$ cat src/rtl/sqrt_prenorm_pkg.sv
// Shared FPU definitions for the square-root pre-normalisation stage:
// binary32 field layout, special constants, FSM states, and the helpers
// that turn a normalised mantissa/exponent pair into the core's operands.
package sqrt_prenorm_pkg;

  // binary32 layout
  localparam int FP32_W     = 32;
  localparam int EXP_W      = 8;
  localparam int FRAC_W     = 23;
  localparam int MANT_W     = FRAC_W + 1;
  localparam int EXP_BIAS   = 127;

  // Working exponent is a signed value wide enough for -149..+127
  localparam int E_W        = 10;

  // Radicand fed to the 50-in/25-out square-root core (xx.48 fixed point)
  localparam int RADICAND_W = 50;

  // NORM-cycle counter; a nonzero fraction needs at most 23 shifts
  localparam int CNT_W      = 5;
  localparam logic [CNT_W-1:0] NORM_LAST = 5'd22;

  // Special results
  localparam logic [FP32_W-1:0] QNAN = 32'h7FC0_0000;
  localparam logic [FP32_W-1:0] PINF = 32'h7F80_0000;

  // Subnormal operands behave as if their exponent were 1-bias
  localparam logic signed [E_W-1:0] E_SUBNORM = -10'sd126;

  typedef enum logic [1:0] {
    ST_IDLE  = 2'd0,
    ST_NORM  = 2'd1,
    ST_ISSUE = 2'd2
  } state_e;

  typedef struct packed {
    logic sign;
    logic is_nan;
    logic is_inf;
    logic is_zero;
    logic is_sub;
  } fp32_class_t;

  // Align the mantissa so the radicand carries an even exponent: an odd
  // exponent moves one extra bit into the integer part.
  function automatic logic [RADICAND_W-1:0] form_radicand(
    input logic [MANT_W-1:0] mant,
    input logic              e_odd
  );
    logic [RADICAND_W-1:0] rad;
    if (e_odd) begin
      rad = {mant, 26'b0};
    end else begin
      rad = {1'b0, mant, 25'b0};
    end
    return rad;
  endfunction

  // Result exponent: floor(e/2) rebiased; e is signed so >>> floors.
  function automatic logic [EXP_W-1:0] form_exp(
    input logic signed [E_W-1:0] e
  );
    return EXP_W'((e >>> 1) + 10'sd127);
  endfunction

endpackage

$ cat src/rtl/sqrt_prenorm_classify.sv
// Combinational binary32 operand classifier, shared by the FPU stages.
// Flags are mutually consistent: exactly one of nan/inf/zero/sub is set
// for non-normal operands, none for normal ones; sign is the raw bit.
module fp32_classify
  import sqrt_prenorm_pkg::*;
(
  input  logic [FP32_W-1:0] operand,
  output fp32_class_t       cls
);

  logic [EXP_W-1:0]  exp_field_s;
  logic [FRAC_W-1:0] frac_field_s;
  logic              exp_ones_s;
  logic              exp_zero_s;
  logic              frac_zero_s;

  assign exp_field_s  = operand[FP32_W-2:FRAC_W];
  assign frac_field_s = operand[FRAC_W-1:0];
  assign exp_ones_s   = (exp_field_s == 8'hFF);
  assign exp_zero_s   = (exp_field_s == 8'h00);
  assign frac_zero_s  = (frac_field_s == 23'd0);

  // Decode the exponent/fraction fields into operand classes
  always_comb begin
    cls.sign    = operand[FP32_W-1];
    cls.is_nan  = exp_ones_s & ~frac_zero_s;
    cls.is_inf  = exp_ones_s &  frac_zero_s;
    cls.is_zero = exp_zero_s &  frac_zero_s;
    cls.is_sub  = exp_zero_s & ~frac_zero_s;
  end

endmodule

$ cat src/rtl/sqrt_prenorm.sv
// Square-root pre-normaliser: accepts a binary32 operand, resolves special
// operands directly, normalises subnormals one bit per cycle, and hands a
// 50-bit radicand plus biased result exponent to the iterative sqrt core.
module sqrt_prenorm
  import sqrt_prenorm_pkg::*;
(
  input  logic                  clk,
  input  logic                  reset,
  input  logic                  in_valid,
  output logic                  in_ready,
  input  logic [FP32_W-1:0]     operand,
  input  logic                  core_busy,
  output logic                  core_start,
  output logic [RADICAND_W-1:0] radicand,
  output logic [EXP_W-1:0]      exp_out,
  output logic                  special_valid,
  output logic [FP32_W-1:0]     special_result,
  output logic                  invalid
);

  // ---------------------------------------------------------------------
  // Declarations
  // ---------------------------------------------------------------------
  state_e                  state_q, state_d;
  logic [MANT_W-1:0]       mant_q, mant_d;
  logic signed [E_W-1:0]   e_q, e_d;
  logic [CNT_W-1:0]        count_q, count_d;
  logic [RADICAND_W-1:0]   radicand_q, radicand_d;
  logic [EXP_W-1:0]        exp_q, exp_d;
  logic                    special_valid_q, special_valid_d;
  logic [FP32_W-1:0]       special_result_q, special_result_d;
  logic                    invalid_q, invalid_d;

  fp32_class_t             cls_s;
  logic                    is_special_s;
  logic                    accept_s;
  logic                    in_ready_s;
  logic                    core_start_s;
  logic [MANT_W-1:0]       mant_shift_s;
  logic signed [E_W-1:0]   e_dec_s;
  logic signed [E_W-1:0]   e_norm_s;
  logic                    norm_done_s;
  logic                    load_issue_s;
  logic [FP32_W-1:0]       spec_res_s;
  logic                    spec_inv_s;

  // ---------------------------------------------------------------------
  // Operand classification
  // ---------------------------------------------------------------------
  fp32_classify u_classify (
    .operand (operand),
    .cls     (cls_s)
  );

  assign is_special_s = cls_s.is_nan | cls_s.is_inf | cls_s.is_zero | cls_s.sign;
  assign accept_s     = in_valid & in_ready_s;

  // Unbiased exponent of a normal operand
  assign e_norm_s     = $signed({2'b00, operand[FP32_W-2:FRAC_W]}) - 10'sd127;

  // One normalisation step; the counter bound only backs up the bit test
  assign mant_shift_s = mant_q << 1'b1;
  assign e_dec_s      = e_q - 10'sd1;
  assign norm_done_s  = mant_shift_s[MANT_W-1] | (count_q == NORM_LAST);

  // ---------------------------------------------------------------------
  // FSM
  // ---------------------------------------------------------------------
  // State register; reset abandons any operation in flight
  always_ff @(posedge clk or posedge reset) begin
    if (reset) begin
      state_q <= ST_IDLE;
    end else begin
      state_q <= state_d;
    end
  end

  // Next-state logic; specials never leave IDLE
  always_comb begin
    state_d = state_q;
    case (state_q)
      ST_IDLE: begin
        if (accept_s && !is_special_s) begin
          if (cls_s.is_sub) begin
            state_d = ST_NORM;
          end else begin
            state_d = ST_ISSUE;
          end
        end else begin
          state_d = ST_IDLE;
        end
      end
      ST_NORM: begin
        if (norm_done_s) begin
          state_d = ST_ISSUE;
        end else begin
          state_d = ST_NORM;
        end
      end
      ST_ISSUE: begin
        if (!core_busy) begin
          state_d = ST_IDLE;
        end else begin
          state_d = ST_ISSUE;
        end
      end
      default: begin
        state_d = ST_IDLE;
      end
    endcase
  end

  // FSM outputs; the start pulse ends with the ISSUE state so it can
  // never repeat in the following cycle
  always_comb begin
    in_ready_s   = 1'b0;
    core_start_s = 1'b0;
    case (state_q)
      ST_IDLE: begin
        in_ready_s = 1'b1;
      end
      ST_NORM: begin
        in_ready_s = 1'b0;
      end
      ST_ISSUE: begin
        core_start_s = ~core_busy;
      end
      default: begin
        in_ready_s   = 1'b0;
        core_start_s = 1'b0;
      end
    endcase
  end

  assign in_ready   = in_ready_s;
  assign core_start = core_start_s;

  // ---------------------------------------------------------------------
  // Mantissa / exponent working registers
  // ---------------------------------------------------------------------
  // Load on accept, shift left one bit per NORM cycle
  always_comb begin
    mant_d  = mant_q;
    e_d     = e_q;
    count_d = count_q;
    case (state_q)
      ST_IDLE: begin
        if (accept_s && !is_special_s) begin
          mant_d  = {~cls_s.is_sub, operand[FRAC_W-1:0]};
          count_d = 5'd0;
          if (cls_s.is_sub) begin
            e_d = E_SUBNORM;
          end else begin
            e_d = e_norm_s;
          end
        end else begin
          mant_d = mant_q;
        end
      end
      ST_NORM: begin
        mant_d  = mant_shift_s;
        e_d     = e_dec_s;
        count_d = count_q + 5'd1;
      end
      ST_ISSUE: begin
        mant_d = mant_q;
      end
      default: begin
        mant_d  = mant_q;
        e_d     = e_q;
        count_d = count_q;
      end
    endcase
  end

  // Working register update
  always_ff @(posedge clk or posedge reset) begin
    if (reset) begin
      mant_q  <= 24'd0;
      e_q     <= 10'sd0;
      count_q <= 5'd0;
    end else begin
      mant_q  <= mant_d;
      e_q     <= e_d;
      count_q <= count_d;
    end
  end

  // ---------------------------------------------------------------------
  // Core operands: captured on entry to ISSUE and then held until the
  // next normalised operand arrives, so the core may sample them late
  // ---------------------------------------------------------------------
  assign load_issue_s = (state_d == ST_ISSUE) && (state_q != ST_ISSUE);

  // Form radicand and result exponent from the next-state mantissa/exponent
  always_comb begin
    if (load_issue_s) begin
      radicand_d = form_radicand(mant_d, e_d[0]);
      exp_d      = form_exp(e_d);
    end else begin
      radicand_d = radicand_q;
      exp_d      = exp_q;
    end
  end

  // Core operand registers
  always_ff @(posedge clk or posedge reset) begin
    if (reset) begin
      radicand_q <= 50'd0;
      exp_q      <= 8'd0;
    end else begin
      radicand_q <= radicand_d;
      exp_q      <= exp_d;
    end
  end

  assign radicand = radicand_q;
  assign exp_out  = exp_q;

  // ---------------------------------------------------------------------
  // Special-operand bypass
  // ---------------------------------------------------------------------
  // Select the bypass result; NaN wins over sign, and signed zero is exact
  always_comb begin
    spec_res_s = PINF;
    spec_inv_s = 1'b0;
    if (cls_s.is_nan) begin
      spec_res_s = QNAN;
    end else if (cls_s.is_zero) begin
      spec_res_s = {cls_s.sign, 31'd0};
    end else if (cls_s.sign) begin
      spec_res_s = QNAN;
      spec_inv_s = 1'b1;
    end else begin
      spec_res_s = PINF;
    end
  end

  // Pulse special_valid for one cycle after a special accept
  always_comb begin
    if (accept_s && is_special_s) begin
      special_valid_d  = 1'b1;
      special_result_d = spec_res_s;
      invalid_d        = spec_inv_s;
    end else begin
      special_valid_d  = 1'b0;
      special_result_d = special_result_q;
      invalid_d        = 1'b0;
    end
  end

  // Special result registers
  always_ff @(posedge clk or posedge reset) begin
    if (reset) begin
      special_valid_q  <= 1'b0;
      special_result_q <= 32'd0;
      invalid_q        <= 1'b0;
    end else begin
      special_valid_q  <= special_valid_d;
      special_result_q <= special_result_d;
      invalid_q        <= invalid_d;
    end
  end

  assign special_valid  = special_valid_q;
  assign special_result = special_result_q;
  assign invalid        = invalid_q;

endmodule

$ cat config.mk
export PLATFORM = sky130hd
export DESIGN_NAME = sqrt_prenorm
export DESIGN_NICKNAME = d
export VERILOG_FILES = /design/src/rtl/sqrt_prenorm_pkg.sv /design/src/rtl/sqrt_prenorm_classify.sv /design/src/rtl/sqrt_prenorm.sv
export SDC_FILE = /design/constraint.sdc
export NUM_CORES = 1
export LEC_CHECK = 0
export ABC_AREA = 1
export BUFFER_PORTS_ARGS = -buffer_cell sky130_fd_sc_hd__buf_2
export CAP_MARGIN = 10
export CELL_PAD_IN_SITES_DETAIL_PLACEMENT = 0
export CELL_PAD_IN_SITES_GLOBAL_PLACEMENT = 1
export CORE_MARGIN = 5
export CORE_UTILIZATION = 34
export DETAILED_ROUTE_END_ITERATION = 10
export PLACE_DENSITY = 0.75
export SETUP_SLACK_MARGIN = 0.3
export SLEW_MARGIN = 20
export SYNTH_ARGS = -nofsm -noshare
export SYNTH_HDL_FRONTEND = slang
export SYNTH_SLANG_ARGS = --single-unit
$ cat constraint.sdc
create_clock -name clk -period 2.7 [get_ports clk]
set_input_delay 0.54 -clock clk [delete_from_list [all_inputs] [get_ports clk]]
set_output_delay 0.54 -clock clk [all_outputs]
set_load 0.02 [all_outputs]
==> results.yml, run 1 <==
clock_network:
  clkLatencyLatePin_ps: 330
  path_clk_slew_ps: 60
  cts_root_buf: "clkbuf_16"
  cts_inserted_buffers: 9
  cts_htree_levels: 3
  holdBufCountCts: 0
  clock-sinks: 78
  cts_tree: "built"
  cts_max_path_buffers: 2
drt:
  drt.antenna.violating_nets: 0
  num_vias: 4191
  avgViaCountPerCell: 4.65
  drt-wirelength-per-cell_microns: 14.3
  dr.pass1.iters: 4
  drc: 0
  drt_wl_total_microns: 12900
  drt-initial-drc-count: 304
timing:
  setup_viol_count_final: 0
  fin_ws_ps: 459
  fin_skew_ps: 10.5
  holdWs_ps: 347
  min_period_ps: 2240
  maxSlewHeadroom_pct: 48.4
  finalCritPeriodShare_pct: 83.0
  rsz0062_at_grt: "yes"
  fin_tns_setup_ps: 0
  slew_viol_final: 0
  worst_slew_pin_slew_ps: 772
  hold_viol_final: 0
  fmax_mhz: 446
die:
  die_x_microns: 129
  die-area_sq_um: 16600
  io_pins: 130
  initial_core_util_pct: 34.7
  core-area_sq_um: 13900
  dieHeight_microns: 129
  num_rows: 43
power_and_ir_drop:
  pwr-share-comb_pct: 38.3
  ir_drop_mv: 0.401
  p_leak_nw: 2.84
  pwr-share-clk_pct: 24.7
  swShare_pct: 40.1
  p_int_mw: 2.95
  power_frac_seq_pct: 37.0
  switchingPower_mw: 1.98
  p_per_area_nw_per_um2: 874
setup_path:
  worstSetupPathType: "reg2out"
  rr_startpoint: "state_q[1]"
  crit_path_end: "core_start"
  cp_max_fo: 28
  endpoint_kind: "primary output"
  cp-start-kind: "flop"
  regToRegSetupSlack_ps: 490
  arrival_ps: 1700
  startpoint: "state_q[1]"
  r2r_cells: 12
  worstPathRequired_ps: 2160
  worstReg2RegEnd: "radicand[34]"
synthesis:
  ys_types: 43
  syn-cell-area_sq_um: 4810
  ys_ff_latch: 78
  syn_avg_cell_area_sq_um: 7.67
  synth-simple-area-share_pct: 27.3
  yosys_warnings: 0
  synth_fa_ha_area_share_pct: 1.56
  synth.area.mux_share_pct: 0
  seq_area_frac_synth_pct: 40.6
  synthXorXnorAreaFrac_pct: 0.910
  synth_top_family_by_area: "simple AND/OR/NAND/NOR gates"
  synthCells: 627
  synth_compound_area_share_pct: 12.5
place:
  dp_hpwl_microns: 9750
  dpl_worst_slack_ps: 68.7
  gp_congestion: 0.835
  io_buffers: 82
global_routing:
  grt_pass1_wl_microns: 20900
  grt_overflow_total: 0
  grt_max_degree: 33
  antenna_found_initial: 0
  track_usage_pct: 15.8
  grt_pass1_vias: 4090
run:
  drv_cap: 0
min_path:
  min_path_type: "in2async"
run_status:
  status: "finished, final reports clean"
layout:
  nets: 758
  num_antenna_cells: 0
  area_delta_synth_final_pct: 17.2
  drive_gt1_share_pct: 22.5
[worst max-delay path, stage by stage (launching register included)]
cell     delay [ps]
dfrtp_1         420
buf_8           230
inv_2           120
nor2_1          130
inv_1           140
nor2_1          140
buf_2           180
[cell families after synthesis]
logic type / after synthesis
AO/OA/AOI/OAI: 90
XOR/XNOR: 5
adder cells (fa/ha/maj): 6
buffers and inverters: 148
flip-flops: 78
other: 1
AND/OR/NAND/NOR: 299
[synthesized netlist by cell type]
master     count  share of area [%]
nor2_1        49                3.8
dfrtp_1       78                 41
nor3_1         4               0.42
inv_4          2               0.26
a31oi_1        2               0.26
or2_2          1               0.13
nand2_2        3               0.39
nand2_1      173                 13
nand3_4        1               0.36
a22oi_1        2               0.31
buf_1          1              0.078
nand4_1        4               0.52
nand3_1       50                5.2
nor2_4         1               0.23
o21ai_1        5               0.52
inv_2          3               0.23
nor3_4         1               0.34
xor2_1         4               0.73
nand2_4        3               0.70
o2111ai_1     14                2.5
o22ai_1        3               0.39
xnor2_1        1               0.18
buf_2          6               0.62
nor2_2         5               0.65
o221ai_1       1               0.18
clkbuf_1       7               0.55
o211ai_2       3               0.78
a21oi_2        2               0.36
inv_1         67                5.2
a21o_1         1               0.16
o211ai_1       9                1.4
a22o_1         3               0.55
o21ai_2        2               0.36
conb_1         1              0.078
ha_1           6                1.6
nand3b_1       1               0.16
nand3_2        2               0.42
nand2_8        1               0.42
o21ai_0       32                3.3
a21oi_1       10                1.0
buf_6          6                1.4
buf_4         56                8.7
a2bb2oi_2      1               0.31
[power groups by stage]
| stage | sequential, mW | clock [mW] | combinational, mW |
|---|---|---|---|
| after floorplan | 2.09 | 0 | 1.04 |
| after global placement | 1.83 | 0 | 1.86 |
| after detailed placement | 1.84 | 0 | 1.87 |
| after CTS | 1.82 | 1.25 | 1.89 |
| after global routing | 1.88 | 1.30 | 2.11 |
| final | 1.82 | 1.22 | 1.89 |
[layout by cell type, fill, tap and decap left out, drive strengths merged, types with 2 or more instances in the layout]
master    instances
a21oi            12
a22o              3
a22oi             2
a31oi             2
buf             107
clkbuf           10
clkinv            4
clkinvlp          2
conb             47
dfrtp            78
ha                6
inv              71
nand2           180
nand3            54
nand4             4
nor2             55
nor3              5
o2111ai          14
o211ai           12
o21ai            39
o22ai             3
xor2              4
[area by class of cell]
| cell class | instances | area [sq um] |
|---|---|---|
| clock inverters | 6 | 61.3 |
| well taps | 180 | 225 |
| inverters | 72 | 282 |
| fillers | 1473 | 8240 |
| clock buffers | 10 | 239 |
| repair buffers | 107 | 634 |
| flip-flops and latches | 78 | 1950 |
| multi-input cells | 448 | 2240 |
[worst min path at each step]
stage               start                 end  slack [ps]  cells after the start
3_5_place_dp   exp_out[5]          exp_out[5]         460                      2
4_1_cts             reset  special_result[30]         370                      2
2_1_floorplan   mant_q[1]           mant_q[1]         490                      2
3_3_place_gp   exp_out[5]          exp_out[5]         460                      2
6_report            reset              e_q[4]         350                      2
5_1_grt             reset              e_q[4]         420                      2
[sequential cells by signal, summed over array words and instances (netlist names), 2 cells and up]
register,cells
e_q,9
radicand,25
special_result,3
state_q,2
mant_q,24
exp_out,8
count_q,5
[stage by stage]
step,util (%),area (sq um),std cells,power [mW]
global route,40.6,5640,901,5.30
global placement,37.8,5250,879,3.69
detailed placement,37.8,5250,879,3.71
floorplan,-,4990,673,3.13
CTS,40.0,5550,895,4.96
finish,40.6,5640,901,4.93
[routing by layer]
metal	track usage [%]	wire length [microns]	vias up
met3	2.74	705	12
met4	4.20	166	0
met2	26.4	6180	110
li1	-	-	2096
met1	21.1	5800	1973
met5	0	0	-
[what timing repair did]
action,CTS,global route
endpoints found under the hold margin,0,0
setup buffers,0,5
endpoints found under the setup margin,0,29
resized for setup,0,13
No activity file was read; power rests on OpenSTA's default activity.
==> inputs of run 2 (changes only) <==
==> constraint.sdc (replaced) <==
create_clock -name clk -period 1.8 [get_ports clk]
set_input_delay 0.36 -clock clk [delete_from_list [all_inputs] [get_ports clk]]
set_output_delay 0.36 -clock clk [all_outputs]
set_load 0.02 [all_outputs]
==> run 2 against run 1 <==
The run now ends with setup timing left. Clock skew decreased by 3.0 ps. Sequential power rose by 51%. Via count grew 16%. Setup slack lost 640 ps. Design area rose by 40%. Combinational power increased by 130%. Utilization rose by 16 points. Worst hold slack got worse by 240 ps. Highest routed layer unchanged.
==> results.yml, run 2 (synthesis gave the netlist of run 1 again) <==
layout:
  num_antenna_cells: 0
  mostFrequentLayoutCell: "nand2_1"
  largest_reg_flops: 25
  area_delta_synth_final_pct: 64.4
  utilization_pct: 57.0
  final_cells: 1024
  drive_gt1_share_pct: 49.1
  final_cell_mix: "nand2_1, buf_4, dfrtp_1, buf_2, inv_1"
  nets: 881
power_and_ir_drop:
  p_per_area_nw_per_um2: 1180
  pwr-share-clk_pct: 23.5
  power_frac_seq_pct: 29.6
  p_leak_nw: 3.84
  p_int_mw: 5.61
  swShare_pct: 39.6
  switchingPower_mw: 3.68
  total_power_mw: 9.29
  ir_drop_mv: 0.814
  pwr-share-comb_pct: 47.0
drt:
  drt-initial-drc-count: 198
  drt.antenna.violating_nets: 0
  drt-wirelength-per-cell_microns: 15.3
  drc: 0
  num_vias: 4865
  drt_wl_total_microns: 15700
  avgViaCountPerCell: 4.75
  dr.pass1.iters: 4
timing:
  slew_viol_final: 0
  hold_viol_final: 0
  setup_viol_count_final: 35
  rsz0062_at_grt: "yes"
  fmax_mhz: 506
  finalCritPeriodShare_pct: 110
  min_period_ps: 1980
  fin_skew_ps: 7.43
  fin_ws_ps: -177
global_routing:
  antenna_found_initial: 0
  grt_overflow_total: 0
  grt_pass1_vias: 4856
  grt_pass1_wl_microns: 23900
  track_usage_pct: 18.0
  grt_max_degree: 79
clock_network:
  path_clk_slew_ps: 60
  cts_root_buf: "clkbuf_16"
  holdBufCountCts: 0
  cts_tree: "built"
  cts_max_path_buffers: 2
  cts_inserted_buffers: 9
  cts_htree_levels: 3
  clock-sinks: 78
  clkLatencyLatePin_ps: 340
setup_path:
  endpoint_kind: "flop"
  worstSetupPathType: "reg2reg"
  worstPathRequired_ps: 2040
  cp-start-kind: "flop"
  arrival_ps: 2210
  cp_max_fo: 7
  regToRegSetupSlack_ps: -180
place:
  dp_hpwl_microns: 10200
  numPlacedInstances: 948
  gp_congestion: 0.854
  io_buffers: 82
  dpl_worst_slack_ps: -524
die:
  die-area_sq_um: 16600
  core-area_sq_um: 13900
  initial_core_util_pct: 34.7
  num_rows: 43
  die_x_microns: 129
  dieHeight_microns: 129
  io_pins: 130
run_status:
  failed_checks: "setup timing"
  status: "finished, violations left"
min_path:
  min_path_type: "in2async"
run:
  drv_cap: 0
run 2: cell types whose count changed in the layout (fill, tap and decap cells not counted), moves of 20 or more:
cell     before  now
o21ai_0      32    8
nor2_1       47   27
buf_6         1   44
nand2_2       3   23
nand2_1     173  138
buf_4        21   98
run 2: repair_timing:
item / in CTS / in global routing
pin swaps: 72 / 44
resized for setup: 153 / 86
buffers inserted: 39 / 15
cloned: 5 / 1
endpoints found under the setup margin: 71 / 79
run 2: critical path, stage by stage (launching register included):
cell and delay (ps):
dfrtp_1 400, nor2_2 140, buf_4 150, clkinvlp_4 150, o21ai_0 220, nand2_1 110
nand2_2 120, buf_4 130, nand2_2 70, nor2_4 130, nand2_1 60, nand2_1 50
nand2_1 50, nand2_1 50, nand2_1 40
run 2: final cells by class:
| type | count | area [sq um] |
|---|---|---|
| clock buffer | 10 | 239 |
| clock inverter | 6 | 116 |
| fill | 1209 | 5970 |
| inverter | 72 | 308 |
| multi-input combinational | 448 | 3150 |
| sequential | 78 | 1950 |
| tap | 180 | 225 |
| timing repair buffer | 229 | 1910 |
| timing repair inverter | 1 | 6.26 |
run 2: layer usage:
metal,global-route usage [%],up-vias,share of wire [%]
li1,-,2356,-
met1,22.7,2337,43
met2,30.2,140,50
met3,4.03,32,4.6
met4,6.92,0,2.9
met5,0,-,0
run 2: final timing paths:
path / startpoint / endpoint / depth (start not counted)
max: state_q[0] / exp_out[5] / 14
min: reset / special_result[30] / 3
max reg2reg: state_q[0] / exp_out[5] / 14
min reg2reg: exp_out[5] / exp_out[5] / 2
max in group asynchronous: reset / e_q[6] / 3
min in group clk: operand[18] / mant_q[18] / 4
run 2: metrics by stage:
stage,instance area [sq um],hold WS [ps],TNS (ps)
CTS,7410,152,-1020
global route,7910,162,-7520
floorplan,5260,473,-932
detailed placement,6060,465,-23100
finish,7910,104,-3480
global placement,6060,459,-22880
run 2: power by group through the flow:
stage	clock, mW	combinational [mW]	sequential, mW
finish	2.18	4.36	2.75
CTS	2.21	3.95	2.72
global placement	0	3.25	2.73
floorplan	0	1.76	3.14
global route	2.29	4.72	2.83
detailed placement	0	3.28	2.73
